**src/rtl/timer_apb_sequencer.sv**
```systemverilog
// timer_apb_sequencer: APB master that programs a timer_8bit slave, polls TSR for
// overflow/underflow, reports events, clears TSR and optionally re-arms.
module timer_apb_sequencer #(
  parameter int                    ADDR_WIDTH    = 12,
  parameter logic [ADDR_WIDTH-1:0] BASE_ADDR     = 12'h000,
  parameter int                    POLL_INTERVAL = 16,
  parameter int                    MAX_POLLS     = 1024,
  parameter int                    POLL_W        = 16
) (
  input  logic                  pclk,
  input  logic                  presetn,
  input  logic                  start,
  input  logic                  stop,
  input  logic [7:0]            cfg_tdr,
  input  logic [7:0]            cfg_tcr,
  input  logic                  cfg_repeat,
  output logic                  busy,
  output logic                  evt_ovf,
  output logic                  evt_udf,
  output logic                  done,
  output logic                  error,
  output logic                  psel,
  output logic                  penable,
  output logic                  pwrite,
  output logic [ADDR_WIDTH-1:0] paddr,
  output logic [7:0]            pwdata,
  input  logic [7:0]            prdata,
  input  logic                  pready,
  input  logic                  pslverr
);
  typedef enum logic [2:0] {S_IDLE, S_WR_TDR, S_LOAD, S_RUN, S_WAIT, S_RD_TSR, S_CLR_TSR, S_HALT} state_t;
  state_t              r_state;
  logic [7:0]          r_tcr;
  logic                r_rep;
  logic                r_stop;
  logic [POLL_W-1:0]   r_ivl;
  logic [POLL_W-1:0]   r_polls;
  logic [ADDR_WIDTH-1:0] w_addr;
  logic [7:0]          w_wdata;
  logic                w_wr;
  logic                w_xfer;
  logic                w_stop;
  logic                w_timeout;
  logic                w_ivl_end;
  logic [1:0]          w_flags;
  logic [POLL_W-1:0]   w_polls_nxt;
  always_comb begin
    w_addr      = (r_state == S_WR_TDR) ? BASE_ADDR :
                  (r_state == S_RD_TSR || r_state == S_CLR_TSR) ? BASE_ADDR + ADDR_WIDTH'(2) :
                  BASE_ADDR + ADDR_WIDTH'(1);
    w_wdata     = (r_state == S_LOAD) ? (r_tcr | 8'h80) : (r_state == S_RUN) ? (r_tcr & 8'h7F) : 8'h00;
    w_wr        = r_state != S_RD_TSR;
    w_xfer      = r_state != S_IDLE && r_state != S_WAIT;
    w_stop      = stop | r_stop;
    w_flags     = prdata[1:0];
    w_polls_nxt = r_polls + 1'b1;
    w_timeout   = w_polls_nxt == POLL_W'(MAX_POLLS);
    w_ivl_end   = r_ivl == POLL_W'(POLL_INTERVAL - 1);
  end
  // Every transfer state after the first starts with one idle cycle, then SETUP, then ACCESS.
  always_ff @(posedge pclk) begin
    if (!presetn) begin
      r_state <= S_IDLE;
      r_tcr   <= '0;
      r_rep   <= 1'b0;
      r_stop  <= 1'b0;
      r_ivl   <= '0;
      r_polls <= '0;
      busy    <= 1'b0;
      evt_ovf <= 1'b0;
      evt_udf <= 1'b0;
      done    <= 1'b0;
      error   <= 1'b0;
      psel    <= 1'b0;
      penable <= 1'b0;
      pwrite  <= 1'b0;
      paddr   <= '0;
      pwdata  <= '0;
    end else begin
      evt_ovf <= 1'b0;
      evt_udf <= 1'b0;
      done    <= 1'b0;
      r_ivl   <= '0;
      if (w_xfer && r_state != S_HALT && stop) r_stop <= 1'b1;
      case (r_state)
        S_IDLE: if (start) begin
          r_tcr   <= cfg_tcr;
          r_rep   <= cfg_repeat;
          r_stop  <= 1'b0;
          error   <= 1'b0;
          busy    <= 1'b1;
          psel    <= 1'b1;
          pwrite  <= 1'b1;
          paddr   <= BASE_ADDR;
          pwdata  <= cfg_tdr;
          r_state <= S_WR_TDR;
        end
        S_WAIT: begin
          r_ivl   <= w_ivl_end ? '0 : r_ivl + 1'b1;
          r_state <= stop ? S_HALT : w_ivl_end ? S_RD_TSR : S_WAIT;
        end
        default: begin
          if (!psel) begin
            psel   <= 1'b1;
            paddr  <= w_addr;
            pwdata <= w_wdata;
            pwrite <= w_wr;
          end else if (!penable) begin
            penable <= 1'b1;
          end else if (pready) begin
            psel    <= 1'b0;
            penable <= 1'b0;
            r_stop  <= 1'b0;
            if (r_state == S_HALT) begin
              busy    <= 1'b0;
              done    <= 1'b1;
              error   <= error | pslverr;
              r_state <= S_IDLE;
            end else if (pslverr) begin
              error   <= 1'b1;
              r_state <= S_HALT;
            end else begin
              case (r_state)
                S_WR_TDR: r_state <= w_stop ? S_HALT : S_LOAD;
                S_LOAD:   r_state <= w_stop ? S_HALT : S_RUN;
                S_RUN: begin
                  r_polls <= '0;
                  r_state <= w_stop ? S_HALT : S_WAIT;
                end
                S_RD_TSR: begin
                  r_polls <= w_polls_nxt;
                  evt_ovf <= w_flags[0];
                  evt_udf <= w_flags[1];
                  if (w_flags != 2'b00) r_state <= w_stop ? S_HALT : S_CLR_TSR;
                  else if (w_timeout) begin
                    error   <= 1'b1;
                    r_state <= S_HALT;
                  end else r_state <= w_stop ? S_HALT : S_WAIT;
                end
                S_CLR_TSR: begin
                  r_polls <= '0;
                  r_state <= (r_rep && !w_stop) ? S_WAIT : S_HALT;
                end
                default: r_state <= S_HALT;
              endcase
            end
          end
        end
      endcase
    end
  end
endmodule

```
**config.mk**
```make
export PLATFORM = sky130hd
export DESIGN_NAME = timer_apb_sequencer
export DESIGN_NICKNAME = d
export VERILOG_FILES = /design/src/rtl/timer_apb_sequencer.sv
export SDC_FILE = /design/constraint.sdc
export NUM_CORES = 1
export LEC_CHECK = 0
export CORE_MARGIN = 1.5
export CORE_UTILIZATION = 35
export DETAILED_ROUTE_END_ITERATION = 8
export HOLD_SLACK_MARGIN = 0.12
export PLACE_DENSITY = 0.69
export SYNTH_ARGS = -nofsm -noshare
export SYNTH_HDL_FRONTEND = slang
export SYNTH_SLANG_ARGS = --single-unit
export TNS_END_PERCENT = 30
```
**constraint.sdc**
```tcl
create_clock -name pclk -period 3.9 [get_ports pclk]
set_clock_uncertainty 0.1 [all_clocks]
set_input_delay 0.39 -clock pclk [delete_from_list [all_inputs] [get_ports pclk]]
set_output_delay 0.39 -clock pclk [all_outputs]
set_load 0.02 [all_outputs]
```
==> impl_metrics.tcl <==
set metrics [dict create \
    finalNetCount 462 \
    post_drt_wl_per_cell_um 13.4 \
    cts_buffer_depth 2 \
    rrSetupSlack_ns 1.08 \
    ir_worst_vdd_v 0.000166 \
    clockRootBuffer "clkbuf_8" \
    netlist_instances 397 \
    post-route-min-period_ns 2.82 \
    design_area_um2 3750 \
    ctsHoldBuffers 0 \
    critPathRequiredTime_ns 4.09 \
    holdPathEnd "r_tcr[0]" \
    power_density_nw_per_um2 368 \
    synthXorXnorAreaFrac 0.0503 \
    drc 0 \
    num_antenna_cells 0 \
    grt_pass1_vias 2663 \
    whs_path_depth 2 \
    cap_violations 0 \
    ys_seq_area_frac 0.396 \
    ys_types 51 \
    hp-start "r_tcr[0]" \
    synth_simple_gate_area_frac 0.296 \
    slew_violations 0 \
    ant_nets 0 \
    start_util 0.361 \
    routed_wl_mm 7.26 \
    async_flop_share 0 \
    critPathMaxStageDelay_ns 0.72 \
    grt_max_degree 31 \
    cts_resized 0 \
    status "complete, no violations" \
    yosys-top-cells-count "nor2_1 (66), dfxtp_1 (62), a21oi_1 (40)" \
    rsz0062_at_grt "no" \
    start_kind "register" \
    post_synth.cell_area_avg_um2 7.89 \
    gp_congestion 0.854 \
    post-dp-hpwl_mm 5.02 \
    io_buffer_count 41 \
    yosys-top-cells-area "dfxtp_1 (40%), nor2_1 (7.9%), a21oi_1 (6.4%), nand2_1 (3.7%), nor3_1 (3.2%)" \
    multi_input_area_um2 1720 \
    fp-row-count 34 \
    path_class "register to register" \
    routed-via-count 2872 \
    synth_top_family_by_area "simple AND/OR/NAND/NOR gates" \
    grt_overflow_total 0 \
    first_iter_violations 144 \
    worst_hold_path_type "register to register" \
    dr.pass1.iters 4 \
    syn_area_um2 3130 \
    grt_usage 0.157 \
    cp_cell_sequence "nor2_1 -> nand2_1 -> o21a_1 -> nor4_1 -> a21oi_1 -> nor2_1" \
    synth_adder_area_share 0.00799 \
    crit_path_frequent_cell "nor2_1" \
    slew-limit-headroom 0.462 \
    synth_flop_cell "dfxtp_1" \
    finalHoldViolations 0 \
    synth_compound_area_frac 0.179 \
    total_power_mw 1.38 \
    synth_mux_area_frac 0.00320 \
    crit_arrival_ns 3.01 \
    clk_latency_ns 0.35 \
    fp.coreArea_um2 8680 \
    io_pins 59 \
    clk_pin_slew_ns 0.07 \
    critPathMaxFanout 20 \
    die_w_um 97.6 \
    via_per_inst 5.30 \
    yosysMostFrequentCell "nor2_1" \
    rr_endpoint "pwdata[7]" \
    synth-seq-cells 62 \
    nFillCells 917 \
    grt_pass1_wl_mm 12.3 \
    fmax_mhz 354 \
    cts_inserted_buffers 9 \
    ys_warn_count 0 \
    clock_sinks 62 \
    finalCritPeriodShare 0.724 \
    synth_top_area_frac 0.396 \
    antenna_found_initial 0 \
    end_kind "register" \
    synth_edf_count 0 \
    tightest_slew_ns 0.806 \
    yosysTopAreaCell "dfxtp_1" \
    drive_gt1_frac 0.0737 \
    postCtsSetupBuffers 0 \
    final_util 0.432 \
    die_area_um2 9520 \
    cpMaxStageDelayCell "nor2_1" \
    fin_tns_setup_ns 0 \
    cts.htree.levels 3 \
    synthToLayoutAreaGrowth_pct 19.8 \
    die_h_um 97.6 \
    seqCellArea_um2 1240 \
    leakage_nw 1.28 \
    place_area_um2 3550 \
    setup_viol 0 \
    cts_tree "done" \
    reg2reg_depth 6 \
    r2r-start "r_state[1]" \
]
cell families (layout without fill, tap and decap cells):
logic type      after synthesis  count (layout)
mux                           1               1
flops                        62              62
compound gates               90              90
other cells                   1              10
xor+xnor                     18              18
simple gates                184             184
fa+ha+maj                     2               2
buf+inv                      39              67
worst max-delay path by stage:
stage,to,depth (start not counted),from,slack (ns)
floorplan,r_state[0],7,r_polls[0],1.88
global placement,pwdata[7],6,r_state[1],1.09
detailed placement,pwdata[7],6,r_state[1],1.04
CTS,pwdata[7],6,r_state[1],1.06
global route,pwdata[7],6,r_state[1],0.73
finish,pwdata[7],6,r_state[1],1.08
where the power goes:
part / switching, mW / internal, mW / leakage [nW]
Sequential: 0.0167 / 0.650 / 0.503
Combinational: 0.0800 / 0.0605 / 0.692
Clock: 0.277 / 0.296 / 0.0879
Total: 0.373 / 1.01 / 1.28
per-layer routing:
layer | GRT usage | wire [um]
met5 | 0 | 0
met4 | 0.0769 | 72
met3 | 0.0302 | 375
met2 | 0.244 | 3320
met1 | 0.210 | 3490
sequential cells by signal (all words and copies together), names as in the netlist:
name     cells
r_tcr        7
done         1
r_ivl       16
r_state      3
error        1
pwrite       1
r_rep        1
r_stop       1
r_polls     16
psel         1
paddr        2
evt_ovf      1
pwdata       8
penable      1
evt_udf      1
busy         1
placed cells by master, fill, tap and decap left out, drive strengths merged, types with 2 or more instances in the layout:
cell type | netlist | final
nor2 | 66 | 66
dfxtp | 62 | 62
clkdlybuf4s50 | 0 | 41
a21oi | 40 | 40
nand2 | 32 | 32
nor3 | 22 | 22
nand3 | 17 | 17
o21ai | 14 | 14
nand4 | 11 | 11
conb | 1 | 10
a22oi | 10 | 10
xor2 | 9 | 9
xnor2 | 9 | 9
clkbuf | 11 | 9
and3 | 7 | 7
inv | 6 | 7
a211oi | 7 | 7
nor4 | 6 | 6
a31oi | 5 | 5
or3 | 5 | 5
and4 | 5 | 5
a21o | 4 | 4
nand3b | 4 | 4
clkinvlp | 0 | 4
nor2b | 3 | 3
a221oi | 3 | 3
clkinv | 2 | 3
a211o | 2 | 2
o211ai | 2 | 2
ha | 2 | 2
buf | 20 | 2
layout make-up:
class / instances / share of cell area
repair buffers: 43 / 0.113
flip-flops and latches: 62 / 0.331
well taps: 108 / 0.0360
clock inverters: 7 / 0.0197
clock buffers: 9 / 0.0330
multi-input cells: 305 / 0.458
inverters: 8 / 0.00934
worst max-delay path: cells and delay by family (launching register included):
family	cells	cell delay, ns
simple gates	4	1.60
compound gates	2	0.52
flops	1	0.54
metrics by stage:
stage | instances | setup slack, ns | hold WS [ns]
finish | 542 | 1.08 | 0.358
global route | 542 | 0.725 | 0.378
CTS | 542 | 1.06 | 0.360
detailed placement | 526 | 1.04 | 0.349
global placement | 526 | 1.09 | 0.342
floorplan | 406 | 1.88 | 0.330
(Power assumes the default switching activity.)
